### config.mk
export PLATFORM = sky130hd
export DESIGN_NAME = mic_peak_meter
export DESIGN_NICKNAME = d
export VERILOG_FILES = /design/src/rtl/voice_pkg.sv /design/src/rtl/tick_edge.sv /design/src/rtl/mic_peak_meter.sv
export SDC_FILE = /design/constraint.sdc
export NUM_CORES = 1
export LEC_CHECK = 0
export ABC_AREA = 1
export BUFFER_PORTS_ARGS = -buffer_cell sky130_fd_sc_hd__buf_2
export CORE_UTILIZATION = 55
export CTS_CLUSTER_SIZE = 28
export DETAILED_ROUTE_END_ITERATION = 8
export PLACE_DENSITY = 0.8
export SKIP_LAST_GASP = 1
export SYNTH_ARGS = -nofsm -noshare
export SYNTH_HDL_FRONTEND = slang
export SYNTH_SLANG_ARGS = --single-unit
### constraint.sdc
create_clock -name CLOCK -period 2.1 [get_ports CLOCK]
set_input_delay 0.21 -clock CLOCK [delete_from_list [all_inputs] [get_ports CLOCK]]
set_output_delay 0.21 -clock CLOCK [all_outputs]
set_load 0.02 [all_outputs]
### src/rtl/voice_pkg.sv
// rtl/voice_pkg.sv - shared constants and the amplitude helper for the voice meter blocks
package voice_pkg;
  localparam int MIC_W    = 12;
  localparam int AMP_W    = 11;
  localparam int AMP_MAX  = 2047;
  localparam int LEVEL_W  = 4;
  localparam int MIDSCALE = 2048;

  // Distance of a sample from the silence code, clipped to the 11-bit amplitude range
  function automatic logic [AMP_W-1:0] amp_of(input logic [MIC_W-1:0] s,
                                               input logic [MIC_W-1:0] mid);
    logic [MIC_W-1:0] d;
    d = (s >= mid) ? s - mid : mid - s;
    return (d > MIC_W'(AMP_MAX)) ? AMP_W'(AMP_MAX) : d[AMP_W-1:0];
  endfunction
endpackage

### src/rtl/tick_edge.sv
// rtl/tick_edge.sv - two-flop rising-edge detector turning a slow strobe into a one-cycle tick
module tick_edge (
  input  logic clk,
  input  logic rst_n,
  input  logic strobe,
  output logic tick
);
  logic s1;
  logic s2;

  always_ff @(posedge clk or negedge rst_n) begin
    if (!rst_n) begin
      s1 <= 1'b0;
      s2 <= 1'b0;
    end else begin
      s1 <= strobe;
      s2 <= s1;
    end
  end

  assign tick = s1 & ~s2;
endmodule

### src/rtl/mic_peak_meter.sv
// rtl/mic_peak_meter.sv - windowed peak amplitude meter for 12-bit mic samples
// Optional VOICE_DECAY_EN: published peak falls by at most DECAY_STEP per window.
module mic_peak_meter
  import voice_pkg::*;
#(
  parameter int WINDOW     = 4000,
  parameter int MIDSCALE   = voice_pkg::MIDSCALE,
  parameter int DECAY_STEP = 128
) (
  input  logic               CLOCK,
  input  logic               RESET_N,
  input  logic               clk20k,
  input  logic [MIC_W-1:0]   mic_in,
  output logic [MIC_W-1:0]   peak,
  output logic [LEVEL_W-1:0] level,
  output logic               level_valid
);
  localparam logic [MIC_W-1:0] MID  = MIC_W'(MIDSCALE);
  localparam logic [15:0]      LAST = 16'(WINDOW - 1);

  if (WINDOW < 2 || WINDOW > 65535 || DECAY_STEP < 0 || DECAY_STEP > AMP_MAX) begin : g_bad_param
    $error("mic_peak_meter: parameter out of range");
  end

  logic             tick;
  logic [15:0]      cnt;
  logic [AMP_W-1:0] run_max;
  logic [AMP_W-1:0] amp;
  logic [AMP_W-1:0] win_pk;
  logic [AMP_W-1:0] next_peak;

  tick_edge u_tick (
    .clk    (CLOCK),
    .rst_n  (RESET_N),
    .strobe (clk20k),
    .tick   (tick)
  );

  assign amp    = amp_of(mic_in, MID);
  assign win_pk = (amp > run_max) ? amp : run_max;

`ifdef VOICE_DECAY_EN
  localparam logic [AMP_W-1:0] DECAY = AMP_W'(DECAY_STEP);
  logic [AMP_W-1:0] decayed;

  always_comb begin
    decayed   = (peak[AMP_W-1:0] > DECAY) ? peak[AMP_W-1:0] - DECAY : '0;
    next_peak = win_pk;
    if (win_pk < peak[AMP_W-1:0]) begin
      next_peak = (win_pk > decayed) ? win_pk : decayed;
    end
  end
`else
  always_comb begin
    next_peak = win_pk;
  end
`endif

  always_ff @(posedge CLOCK or negedge RESET_N) begin
    if (!RESET_N) begin
      cnt         <= '0;
      run_max     <= '0;
      peak        <= '0;
      level       <= '0;
      level_valid <= 1'b0;
    end else begin
      level_valid <= 1'b0;
      if (tick) begin
        if (cnt == LAST) begin
          cnt         <= '0;
          run_max     <= '0;
          peak        <= {1'b0, next_peak};
          level       <= next_peak[AMP_W-1:AMP_W-LEVEL_W];
          level_valid <= 1'b1;
        end else begin
          cnt     <= cnt + 16'd1;
          run_max <= win_pk;
        end
      end
    end
  end
endmodule

Word-level counts from Yosys, hierarchy flattened
Index checks and enable logic that the tools add are counted.
Cells by class
  add/sub/neg operators: 3
  $lt $le $gt $ge: 3
  equality and inequality tests: 1
  mux-type cells: 7
  bitwise logic cells: 2
  reductions and logical operators: 1
Operator list (number)
  2-to-1 mux 11 bit: 3
  adder 16 x 1 -> 16 bit (second input constant): 1
  equality test 16 x 12 -> 1 bit (second input constant): 1
  2-to-1 mux 16 bit: 1
  >= comparator 12 bit (second input constant): 1
  greater-than comparator 12 x 11 -> 1 bit (second input constant): 1
  2-to-1 mux 12 bit: 1
  subtractor 12 bit (first input constant): 1
  subtractor 12 bit (second input constant): 1
  greater-than comparator 11 bit: 1
  2-to-1 mux 1 bit: 2
  AND reduction 2 bit: 1
  bitwise AND 1 bit: 1
  NOT 1 bit: 1
Word-level totals
  bits in registers: 45
  input port bits: 15
  output and inout port bits: 17
  logic and storage cells: 24

Longest topological paths before layout
  depth after elaboration: 7
  depth in mapped cells: 21
  mapped depth without buffers: 21

Modules after synthesis
Synthesis repeated with hierarchy kept, for this count alone.
Second synthesis, totals
  cells, all modules: 366
  area total of the unflattened synthesis: 2665.1 um2
By module, submodules not included
  mic_peak_meter: instances 1, cells an instance 362, area an instance 2605.0 um2
  tick_edge: instances 1, cells an instance 4, area an instance 60.1 um2

Least setup slack after synthesis
No wires, ideal clock.
  kind: input-to-reg
  start: input mic_in[1]
  end: register run_max[0]
  library setup time: 0.117 ns
  arrival: 2.091 ns
  path slack: -0.109 ns
  stages on the path: 21
  cell sequence: inv_1 -> ha_1 -> nand3_1 -> nand2_1 -> nand2_1 -> nand2_1 -> nand2_1 -> nor2_1 -> inv_1 -> ha_1 -> nand2_1 -> inv_1 -> nand2_1 -> nor2_1 -> nand2_1 -> nand3_1 -> nand2_1 -> inv_1 -> nand2_1 -> nand3_1 -> nand2_1
Between the ends
  longest elaborated chain between the ends: 7
RTL lines
  from (decl): RTL line mic_peak_meter.sv:13  | input logic [MIC_W-1:0] mic_in,
  subtractor 12 bit or >= comparator 12 bit (tied branches): RTL line voice_pkg.sv:13  | d = (s >= mid) ? s - mid : mid - s;
  2-to-1 mux 12 bit (*): RTL line voice_pkg.sv:13
  greater-than comparator 12 x 11 -> 1 bit: RTL line voice_pkg.sv:14  | return (d > MIC_W'(AMP_MAX)) ? AMP_W'(AMP_MAX) : d[AMP_W-1:0];
  2-to-1 mux 11 bit (*): RTL line voice_pkg.sv:14
  greater-than comparator 11 bit: RTL line mic_peak_meter.sv:40  | assign win_pk = (amp > run_max) ? amp : run_max;
  2-to-1 mux 11 bit (*): RTL line mic_peak_meter.sv:40
  2-to-1 mux 11 bit (*): RTL line mic_peak_meter.sv:69  | if (cnt == LAST) begin
  to (signal assigned): RTL line mic_peak_meter.sv:77  | run_max <= win_pk;
  to (decl): RTL line mic_peak_meter.sv:27  | logic [AMP_W-1:0] run_max;
Every way passes the cells marked *; elsewhere a longest branch is shown, timed or not.
A chain may end at the register's enable or synchronous reset.

Worst setup path after layout
  start: input mic_in[7]
  end: register level[0]
Between the ends
  longest elaborated chain between the ends: 6
RTL lines
  subtractor 12 bit or >= comparator 12 bit (tied branches): RTL line voice_pkg.sv:13
  2-to-1 mux 12 bit (*): RTL line voice_pkg.sv:13
  greater-than comparator 12 x 11 -> 1 bit: RTL line voice_pkg.sv:14
  2-to-1 mux 11 bit (*): RTL line voice_pkg.sv:14
  greater-than comparator 11 bit: RTL line mic_peak_meter.sv:40
  2-to-1 mux 11 bit (*): RTL line mic_peak_meter.sv:40
  to (signal assigned): RTL line mic_peak_meter.sv:73  | level <= next_peak[AMP_W-1:AMP_W-LEVEL_W];
  to (decl): RTL line mic_peak_meter.sv:15  | output logic [LEVEL_W-1:0] level,
Marked as above.

==> flow_summary.toml <==
[cts]
cts.clk_slew.worst_paths_ns = 0.08
cts_root_buf = "clkbuf_8"
cts.sinks = 41
clock_path_buffers = 2
cts_tree = "done"
htree_levels = 2
cts_made_buffers = 5
clk-insertion-delay-late_ns = 0.30

[placement]
io_buffer_count = 30
dpl.hpwl_microns = 4600
dp_slack_ns = -0.337
routabilityCongestion = 0.885
placed_cells = 496

[worst_hold_path]
holdCritStartpoint = "clk20k"
hold_class = "in2reg"

[yosys]
synth-simple-area-share = 0.373
synth_xor_area_frac = 0.0260
synth.distinct_cells = 30
synth_mux_area_frac = 0
synth.cell_area_sq_um = 2690
synth_nets = 404
ys_ff_latch = 41
synth_compound_area_frac = 0.0516
yosys_warnings = 0
syn_avg_cell_area_sq_um = 7.16
seq_area_frac_synth = 0.381
postSynthCellCount = 376
synth_top_family_by_area = "simple AND/OR/NAND/NOR gates"
synth_fa_ha_area_frac = 0.0604

[timing]
finalClockSkew_ns = 0.0123
fin_tns_setup_ns = -1.87
rsz0062_at_grt = "true"
holdWs_ns = 0.0161
tightest_slew_ns = 0.688
setup_ws_ns = -0.119
finalHoldViolCount = 0
finalSetupViolCount = 22
finalCritPeriodShare = 1.06
relSlewSlack = 0.541
layout_min_cycle_time_ns = 2.22
fmax_ghz = 0.451
slew_viol_final = 0

[worst_setup_path]
arrival_ns = 2.41
cpMaxStageDelayCell = "ha_1"
r2r_start = "cnt[0]"
path_buf_inv = 5
crit_path_end_kind = "flip-flop"
crit_path_start = "mic_in[7]"
critPathMaxFanout = 7
worstSetupPathType = "in2reg"
critical-path-top-delay-family = "simple AND/OR/NAND/NOR gates"
startpoint_type = "input port"
timing.critical_path.mode_cell = "nand2_1"
crit_chain = "buf_2, inv_1, nand2_1, nor3_2, nand2_2, buf_4, nand2_1, ha_1, nand2_1, inv_1, nand2_2, nor2_4, nand2_1, nand3_2, nand2_4, buf_12, nand2_2, nand3_1, nand2_1"
critical-path-max-stage-delay_ns = 0.24
worstPathRequired_ns = 2.29

[drt]
routedWlPerCell_microns = 15.6
totalWireLength_microns = 8120
drc_errors = 0
detail_route.iter0.violations = 275
via_count = 2894
drtAntennaViolNets = 0
via_per_inst = 5.55
drtPass1Iterations = 5

[layout]
fillCellCount = 281
stdcell_count = 521
syn_to_final_growth_pct = 37.2
final_cell_mix = "106 x nand2_1, 48 x buf_4, 45 x inv_1, 41 x dfrtp_1, 26 x buf_2"
drive_gt1_frac = 0.357
layout.cells.most_common = "nand2_1"
fin_nets = 481
diodes = 0

[die]
start_util = 0.570
core_sq_um = 4720
ios = 32
die_h_microns = 72.0
die_area_sq_um = 5180
rows = 25
dieWidth_microns = 72.0

[pwr]
internal-power_mw = 1.85
total_leakage_power_nw = 1.89
seqPwrFrac = 0.320
vdd_drop_max_mv = 0.628
p_sw_mw = 1.45
pwr_density_cell_nw_per_um2 = 895
swShare = 0.439
p_comb_frac = 0.526
clock_power_share = 0.154

[grt]
gr-usage-all-layers = 0.296
antenna_found_initial = 0
grt_pass1_wl_microns = 12100
grt_overflow_total = 0
grt_max_degree = 42
grt_pass1_vias = 2681

[run]
maxCapViolations = 0

[outcome]
status = "finished, violations left"
failed_checks = "setup timing"
==> path summary, 6_finish.rpt <==
path	end	slack [ns]	cells after the start
max	level[0]	-0.12	19
min	u_tick.s1	0.02	1
max reg2reg	level[0]	0.05	7
min reg2reg	u_tick.s2	0.41	0
max in group asynchronous	run_max[3]	1.47	3
min in group asynchronous	peak[6]	0.41	3
==> state kept, by name, summed over array words and instances (netlist names) <==
name,count
u_tick.s2,1
level_valid,1
u_tick.s1,1
cnt,16
level,4
run_max,11
peak,7
==> cell families after synthesis <==
| logic type | count (synthesis) |
|---|---|
| other cells | 1 |
| xor+xnor | 8 |
| compound gates | 26 |
| fa+ha+maj | 13 |
| simple gates | 222 |
| buf+inv | 65 |
| flops | 41 |
==> synthesized netlist by cell type <==
cell | instances | area [sq um]
nor3b_1 | 1 | 7.51
clkbuf_1 | 1 | 3.75
a21oi_1 | 10 | 50.1
nor2_1 | 26 | 97.6
xor2_1 | 5 | 43.8
buf_4 | 6 | 45.0
o21a_1 | 1 | 7.51
nand2_2 | 2 | 12.5
buf_6 | 2 | 22.5
nor4_2 | 1 | 12.5
nand2_4 | 1 | 11.3
nor2_2 | 5 | 31.3
nand4_1 | 10 | 62.6
nand2_1 | 125 | 469
inv_2 | 2 | 7.51
dfrtp_1 | 41 | 1030
nor4_1 | 2 | 12.5
nand3_1 | 40 | 200
a21boi_0 | 2 | 15.0
nor4_4 | 2 | 42.5
ha_1 | 13 | 163
nand3b_1 | 2 | 15.0
inv_1 | 51 | 191
a31oi_1 | 1 | 6.26
nor3_1 | 4 | 20.0
o21ai_0 | 12 | 60.1
buf_2 | 3 | 15.0
conb_1 | 1 | 3.75
xnor2_1 | 3 | 26.3
nor3_2 | 1 | 10.0
==> worst register-to-register path: stages (launching register included) <==
cell and delay, ns:
dfrtp_1 0.42, ha_1 0.23, nand2_1 0.12, nor2_1 0.18, nand4_1 0.15, nor2_2 0.56
nand3_1 0.22, nand2_1 0.10
==> per-layer routing <==
metal  GRT usage  wire length [microns]
met5           0                      0
met4      0.0893                    346
met3      0.0583                    629
met2       0.493                   3810
met1       0.394                   3330
==> power by group through the flow <==
stage	registers, mW	clock network (mW)	logic (mW)
after global routing	1.07	0.543	1.87
after floorplan	1.03	0	0.857
after global placement	1.05	0	1.16
after detailed placement	1.06	0	1.20
final	1.06	0.509	1.74
after CTS	1.04	0.504	1.39
==> area by class of cell <==
type                            count  area (sq um)  area share
Multi-Input combinational cell    270          1670       0.452
Inverter                           53           214      0.0579
Sequential cell                    41          1030       0.278
Clock inverter                      2          10.0     0.00271
Clock buffer                        6          72.6      0.0197
Timing Repair Buffer               82           617       0.167
Tap cell                           67          83.8      0.0227
==> metrics by stage <==
stage	total power, mW	utilization	area (sq um)
3_5_place_dp	2.26	0.676	3190
3_3_place_gp	2.22	0.676	3190
5_1_grt	3.49	0.782	3690
2_1_floorplan	1.89	-	2760
4_1_cts	2.93	0.744	3510
6_report	3.31	0.782	3690
==> what timing repair did <==
item / CTS / global route
setup buffers: 14 / 2
hold buffers: 1 / 0
pin swaps: 18 / 21
endpoints found under the setup margin: 18 / 22
cloned: 1 / 0
gates resized for setup: 28 / 42
hold endpoints to repair: 41 / 0
(Power assumes the default switching activity.)
